==> config.mk <==
export PLATFORM = sky130hd
export DESIGN_NAME = seq_add_sub
export DESIGN_NICKNAME = d
export VERILOG_FILES = /design/src/rtl/seq_add_sub.sv
export SDC_FILE = /design/constraint.sdc
export NUM_CORES = 1
export LEC_CHECK = 0
export ABC_AREA = 1
export CORE_MARGIN = 2
export CORE_UTILIZATION = 47
export DETAILED_ROUTE_END_ITERATION = 7
export PLACE_DENSITY = 0.75
export SETUP_SLACK_MARGIN = 0.02
export SKIP_LAST_GASP = 1
export SYNTH_ARGS = -nofsm -noshare
export SYNTH_HDL_FRONTEND = slang
export SYNTH_SLANG_ARGS = --single-unit
==> constraint.sdc <==
create_clock -name clk -period 1.5 [get_ports clk]
set_input_delay 0.225 -clock clk [delete_from_list [all_inputs] [get_ports clk]]
set_output_delay 0.225 -clock clk [all_outputs]
set_load 0.01 [all_outputs]
==> src/rtl/seq_add_sub.sv <==
// seq_add_sub: multi-cycle adder/subtractor, STEP bits per clock, LSB chunk first.
// An operation takes WIDTH/STEP cycles. result/cout/ovf/zero change only
// when an operation completes.
module seq_add_sub #(
    parameter int WIDTH = 10,
    parameter int STEP  = 1
) (
    input  logic             clk,
    input  logic             rst_n,
    input  logic             start,
    input  logic             sub,
    input  logic [WIDTH-1:0] a,
    input  logic [WIDTH-1:0] b,
    input  logic             abort,
    output logic             busy,
    output logic             done,
    output logic [WIDTH-1:0] result,
    output logic             cout,
    output logic             ovf,
    output logic             zero
);

    localparam int N  = WIDTH / STEP;
    localparam int CW = (N > 1) ? $clog2(N) : 1;

    typedef enum logic {
        IDLE,
        RUN
    } state_t;

    state_t           state;
    state_t           state_next;
    logic [CW-1:0]    cnt;
    logic             carry;
    logic [WIDTH-1:0] a_sh;
    logic [WIDTH-1:0] b_sh;
    logic [WIDTH-1:0] psum;
    logic [STEP:0]    chunk_sum;
    logic             msb_cin;
    logic [WIDTH-1:0] chunk_ext;
    logic [WIDTH-1:0] psum_next;
    logic             last;
    logic             accept;
    logic             finish;

    // Chunk adder. Subtraction already has ~b stored and carry-in 1.
    // Partial sums shift in from the top, so after N chunks psum_next holds the full result.
    always_comb begin
        chunk_sum = {1'b0, a_sh[STEP-1:0]} + {1'b0, b_sh[STEP-1:0]} + {{STEP{1'b0}}, carry};
        msb_cin   = a_sh[STEP-1] ^ b_sh[STEP-1] ^ chunk_sum[STEP-1];
        chunk_ext = '0;
        chunk_ext[STEP-1:0] = chunk_sum[STEP-1:0];
        psum_next = (psum >> STEP) | (chunk_ext << (WIDTH - STEP));
        last      = (cnt == CW'(N - 1));
    end

    // Next-state logic. Abort takes priority over completion.
    always_comb begin
        state_next = state;
        accept     = 1'b0;
        finish     = 1'b0;
        case (state)
            IDLE: begin
                if (start) begin
                    accept     = 1'b1;
                    state_next = RUN;
                end
            end
            RUN: begin
                if (abort) begin
                    state_next = IDLE;
                end else if (last) begin
                    finish     = 1'b1;
                    state_next = IDLE;
                end
            end
            default: state_next = IDLE;
        endcase
    end

    // State register.
    always_ff @(posedge clk or negedge rst_n) begin
        if (!rst_n) begin
            state <= IDLE;
        end else begin
            state <= state_next;
        end
    end

    // Operand shift registers, running carry, chunk counter and partial sum.
    always_ff @(posedge clk or negedge rst_n) begin
        if (!rst_n) begin
            a_sh  <= '0;
            b_sh  <= '0;
            psum  <= '0;
            carry <= 1'b0;
            cnt   <= '0;
        end else if (accept) begin
            a_sh  <= a;
            b_sh  <= sub ? ~b : b;
            psum  <= '0;
            carry <= sub;
            cnt   <= '0;
        end else if (state == RUN && !abort) begin
            a_sh  <= a_sh >> STEP;
            b_sh  <= b_sh >> STEP;
            psum  <= psum_next;
            carry <= chunk_sum[STEP];
            cnt   <= cnt + 1'b1;
        end
    end

    // Visible outputs, updated together only on completion.
    always_ff @(posedge clk or negedge rst_n) begin
        if (!rst_n) begin
            done   <= 1'b0;
            result <= '0;
            cout   <= 1'b0;
            ovf    <= 1'b0;
            zero   <= 1'b1;
        end else begin
            done <= finish;
            if (finish) begin
                result <= psum_next;
                cout   <= chunk_sum[STEP];
                ovf    <= msb_cin ^ chunk_sum[STEP];
                zero   <= (psum_next == '0);
            end
        end
    end

    assign busy = (state == RUN);

endmodule

Yosys cells after proc, flatten, opt, wreduce, memory -nomap -nowiden
Cells that the tools add are included.

Logic and storage cells: 44. Flip-flop bits (word level): 50.

Mux-type cells: 19. Equality and inequality tests: 1. Reduce and logical (&&, ||, !) cells: 4. Add/sub/neg operators: 3. Bitwise gates (word level): 6.

Operators with widths (count): 10-bit two-way mux (7); 10-bit zero test (1); 10-bit inverter (1); 9-bit by 10-bit OR with 10-bit output (1); 1-bit two-way mux (9); 4-bit two-way mux (2); 4-bit by 1-bit adder with 4-bit output (second input constant) (1); 4-bit == test (second input constant) (1); 1-bit XOR (3); 1-bit by 1-bit adder with 2-bit output (1); 2-bit by 1-bit adder with 2-bit output (1); 1-bit case mux with 2 select lines (1); 2-bit nonzero test (1); 1-bit logical AND (1); 1-bit zero test (1); 1-bit inverter (1).

Depth between registers and ports, before layout
Gate-level depths: netlist of the first run.

Word-level depth: 5. Depth in mapped cells: 8. Mapped depth without buffers: 8.

Least setup slack after synthesis of the first run
Ideal clock, no wire load.

Path type: reg-to-reg. Start: register carry. End: register ovf. Setup time: 116 ps. Path slack: 81 ps. Data required time: 1384 ps. Stages on the path, launching flop included: 9. Clock period less this slack: 1419 ps. Arrival: 1303 ps. Cells stage by stage: dfrtp_1 -> fa_1 -> inv_1 -> nand2_1 -> nand2_1 -> nand2_1 -> nand2_1 -> nand2_1 -> nand2_1.

Word-level cells in the longest chain between the ends: 3.

RTL lines: start: declaration (RTL line 34) `logic carry;`; start signal: assignment (RTL line 102) `carry <= sub;`; start signal: assignment (RTL line 108) `carry <= chunk_sum[STEP];`; 2-bit by 1-bit adder with 2-bit output (RTL line 49) `chunk_sum = {1'b0, a_sh[STEP-1:0]} + {1'b0, b_sh[STEP-1:0]} + {{STEP{1'b0}}, carry};`; via chunk_sum[0] (RTL line 38) `logic [STEP:0] chunk_sum;`; 1-bit XOR (RTL line 50) `msb_cin = a_sh[STEP-1] ^ b_sh[STEP-1] ^ chunk_sum[STEP-1];`; 1-bit XOR (RTL line 126) `ovf <= msb_cin ^ chunk_sum[STEP];`; end signal: assignment (RTL line 126); end: declaration (RTL line 19) `output logic ovf,`.

The timed path passes the listed nets, and every way through them passes these cells. A chain may end at the register's enable or synchronous reset.

Worst setup path after layout of the first run
Start: register carry. End: register zero.

Word-level cells in the longest chain between the ends: 3.

RTL lines: 2-bit by 1-bit adder with 2-bit output (RTL line 49); via chunk_sum[0] (RTL line 38); 9-bit by 10-bit OR with 10-bit output (RTL line 53) `psum_next = (psum >> STEP) | (chunk_ext << (WIDTH - STEP));`; 10-bit zero test (RTL line 127) `zero <= (psum_next == '0);`; end signal: assignment (RTL line 127); end: declaration (RTL line 20) `output logic zero`.

The timed path passes the listed nets, and every way through them passes these cells.

==> results of run 1 <==
per-stage QoR:
step / std cells / cell area, um^2 / worst slack (ps) / utilization, %
4_1_cts: 376 / 2930 / 22.1 / 62.5
3_5_place_dp: 365 / 2790 / -12.0 / 59.4
6_report: 378 / 2960 / 7.70 / 63.1
2_1_floorplan: 272 / 2290 / 80.9 / -
5_1_grt: 378 / 2960 / -106 / 63.1
3_3_place_gp: 365 / 2790 / 20.5 / 59.4
cell families after synthesis:
family / count (synthesis) / share of synthesized area, %
AND/OR/NAND/NOR: 124 / 21.5
flip-flops: 49 / 53.7
AO/OA/AOI/OAI: 48 / 11.2
buffers and inverters: 38 / 7.83
XOR/XNOR: 10 / 3.83
adder cells (fa/ha/maj): 3 / 1.97
layer usage:
metal	wire, um	GRT usage [%]	vias up
li1	-	-	952
met1	2050	23.1	813
met2	1970	28.2	44
met3	196	4.94	6
met4	55	6.06	0
met5	0	0	-
what timing repair did:
action | 4_1_cts | 5_1_grt
setup buffers | 2 | 2
endpoints found under the setup margin | 3 | 7
hold buffers | 1 | 0
hold endpoints to repair | 22 | 0
pin swaps | 2 | 1
gates resized for setup | 2 | 6
Yosys cell counts:
cell	count	area, um^2
nor2_1	7	26.3
dfrtp_1	48	1200
buf_1	1	3.75
buf_2	6	30.0
o22ai_1	11	68.8
dfstp_2	1	26.3
nand2_2	2	12.5
xor2_1	9	78.8
fa_1	1	20.0
nand3_1	4	20.0
a21oi_1	1	5.00
clkbuf_1	1	3.75
buf_6	3	33.8
o21ai_1	13	65.1
nand2_1	109	409
inv_4	1	6.26
inv_1	22	82.6
o211ai_1	1	7.51
inv_2	3	11.3
buf_4	1	7.51
ha_1	2	25.0
xnor2_1	1	8.76
o21ai_0	22	110
nor2_4	1	11.3
nand2_4	1	11.3
area by class of cell:
class,count,area [um^2]
fill,415,1730
sequential,49,1230
multi-input combinational,185,882
timing repair buffer,56,564
inverter,26,100
clock buffer,6,82.6
tap,54,67.6
clock inverter,2,37.5
report_power, final:
| part | switching, mW | leakage (nW) | internal [mW] |
|---|---|---|---|
| Sequential | 0.121 | 0.630 | 1.54 |
| Clock | 0.441 | 0.0574 | 0.542 |
| Combinational | 0.556 | 0.867 | 0.463 |
| Total | 1.12 | 1.55 | 2.54 |
how the worst max path moves through the flow:
stage,start,to,cells past startpoint
floorplan,carry,ovf,8
global placement,carry,ovf,8
detailed placement,carry,ovf,8
CTS,b_sh[0],ovf,8
global route,carry,ovf,8
finish,carry,zero,7
flip-flops by register name, summed over array words and instances (netlist names):
| signal | count |
|---|---|
| a_sh | 10 |
| b_sh | 10 |
| busy | 1 |
| carry | 1 |
| cnt | 4 |
| cout | 1 |
| done | 1 |
| ovf | 1 |
| psum | 9 |
| result | 10 |
| zero | 1 |
==> results.sh, run 1 <==
export IMPL_port_buffers=39
export IMPL_root_buffer="clkbuf_8"
export IMPL_first_iter_violations=77
export IMPL_critPathMaxFanout=4
export IMPL_wl_per_cell_um=11.3
export IMPL_synth_nets=300
export IMPL_path_buf_inv=2
export IMPL_drcViolationCount=0
export IMPL_crit_type="flip-flop to flip-flop"
export IMPL_r2r_start="carry"
export IMPL_cts_sinks=49
export IMPL_finalCriticalPeriod_ps=1490
export IMPL_wirelength_mm=4.27
export IMPL_ir_drop_mv=0.725
export IMPL_ys_warn_count=0
export IMPL_worstPathArrival_ps=1740
export IMPL_worstMarginPinSlew_ps=545
export IMPL_slew_viol_final=0
export IMPL_area_delta_synth_final_pct=29.6
export IMPL_max_slew_margin_pct=63.6
export IMPL_p_leak_nw=1.55
export IMPL_ff2ff_setup_slack_ps=8
export IMPL_grt_ovfl_total=0
export IMPL_layout_nets=351
export IMPL_fmax_mhz=670
export IMPL_ant_nets=0
export IMPL_crit_slowest_cell="fa_1"
export IMPL_diodes=0
export IMPL_r2r_cells=7
export IMPL_power_mw=3.66
export IMPL_pwr_density_cell_mw_per_mm2=1240
export IMPL_core_area_mm2=0.00469
export IMPL_finalSetupViolations=0
export IMPL_rows=25
export IMPL_ys_types=25
export IMPL_synth_area_mm2=0.00229
export IMPL_via_count=1815
export IMPL_cts_max_level=2
export IMPL_dp_hpwl_mm=3.07
export IMPL_clk_pin_slew_worst_paths_ps=90
export IMPL_initial_core_util_pct=48.7
export IMPL_grt_pass1_wl_mm=7.36
export IMPL_timing_hold_ws_ps=430
export IMPL_die_h_um=73.7
export IMPL_grt_usage_pct=17.7
export IMPL_dieArea_mm2=0.00544
export IMPL_critical_path_max_stage_delay_ps=530
export IMPL_die_w_um=73.7
export IMPL_cts_tree="done"
export IMPL_yosysSeqAreaShare_pct=53.7
export IMPL_layout_common_cells="nand2_1, dfrtp_1, clkdlybuf4s50_1"
export IMPL_mostFrequentLayoutCell="nand2_1"
export IMPL_first_global_vias=1650
export IMPL_avgSynthCellArea_um2=8.40
export IMPL_min_path_type="input port to asynchronous set/reset pin"
export IMPL_drt_pass1_iterations=4
export IMPL_post_route_cells_drive_above_1_share_pct=11.1
export IMPL_skew_ps=9.03
export IMPL_regToRegEndpoint="zero"
export IMPL_path_cells="fa_1 > inv_2 > buf_4 > nand2_1 > nor2_1 > nand3_1 > nand2_1"
export IMPL_drv_cap=0
export IMPL_cts_buffer_depth=2
export IMPL_routabilityCongestion=0.793
export IMPL_finalSetupTns_ps=0
export IMPL_via_per_inst=4.80
export IMPL_status="complete, no violations"
export IMPL_cp_common_cell="nand2_1"
export IMPL_endpoint_kind="flip-flop"
export IMPL_worstPathRequired_ps=1750
export IMPL_grt_max_degree=27
export IMPL_io_pins=40
export IMPL_startpoint_type="flip-flop"
export IMPL_synth_cells=272
export IMPL_fin_crit_sh_pct=99.5
export IMPL_antenna_found_initial=0
export IMPL_rsz0062_at_grt="yes"
export IMPL_ys_ff_latch=49
export IMPL_insertion_delay_ps=310
export IMPL_cpLargestDelayFamily="adder cells"
export IMPL_numCtsBuffers=5
export IMPL_hold_viol_final=0
(Power assumes the default switching activity.)
==> run 2, diff against run 1 <==
--- a/config.mk
+++ b/config.mk
@@ -6,6 +6,7 @@
 export NUM_CORES = 1
 export LEC_CHECK = 0
 export ABC_AREA = 1
+export ABC_CLOCK_PERIOD_IN_PS = 1500
 export CORE_MARGIN = 2
 export CORE_UTILIZATION = 47
 export DETAILED_ROUTE_END_ITERATION = 7
==> results of run 2 <==
No change in the layout: final DEF, timing and power equal those of run 1.
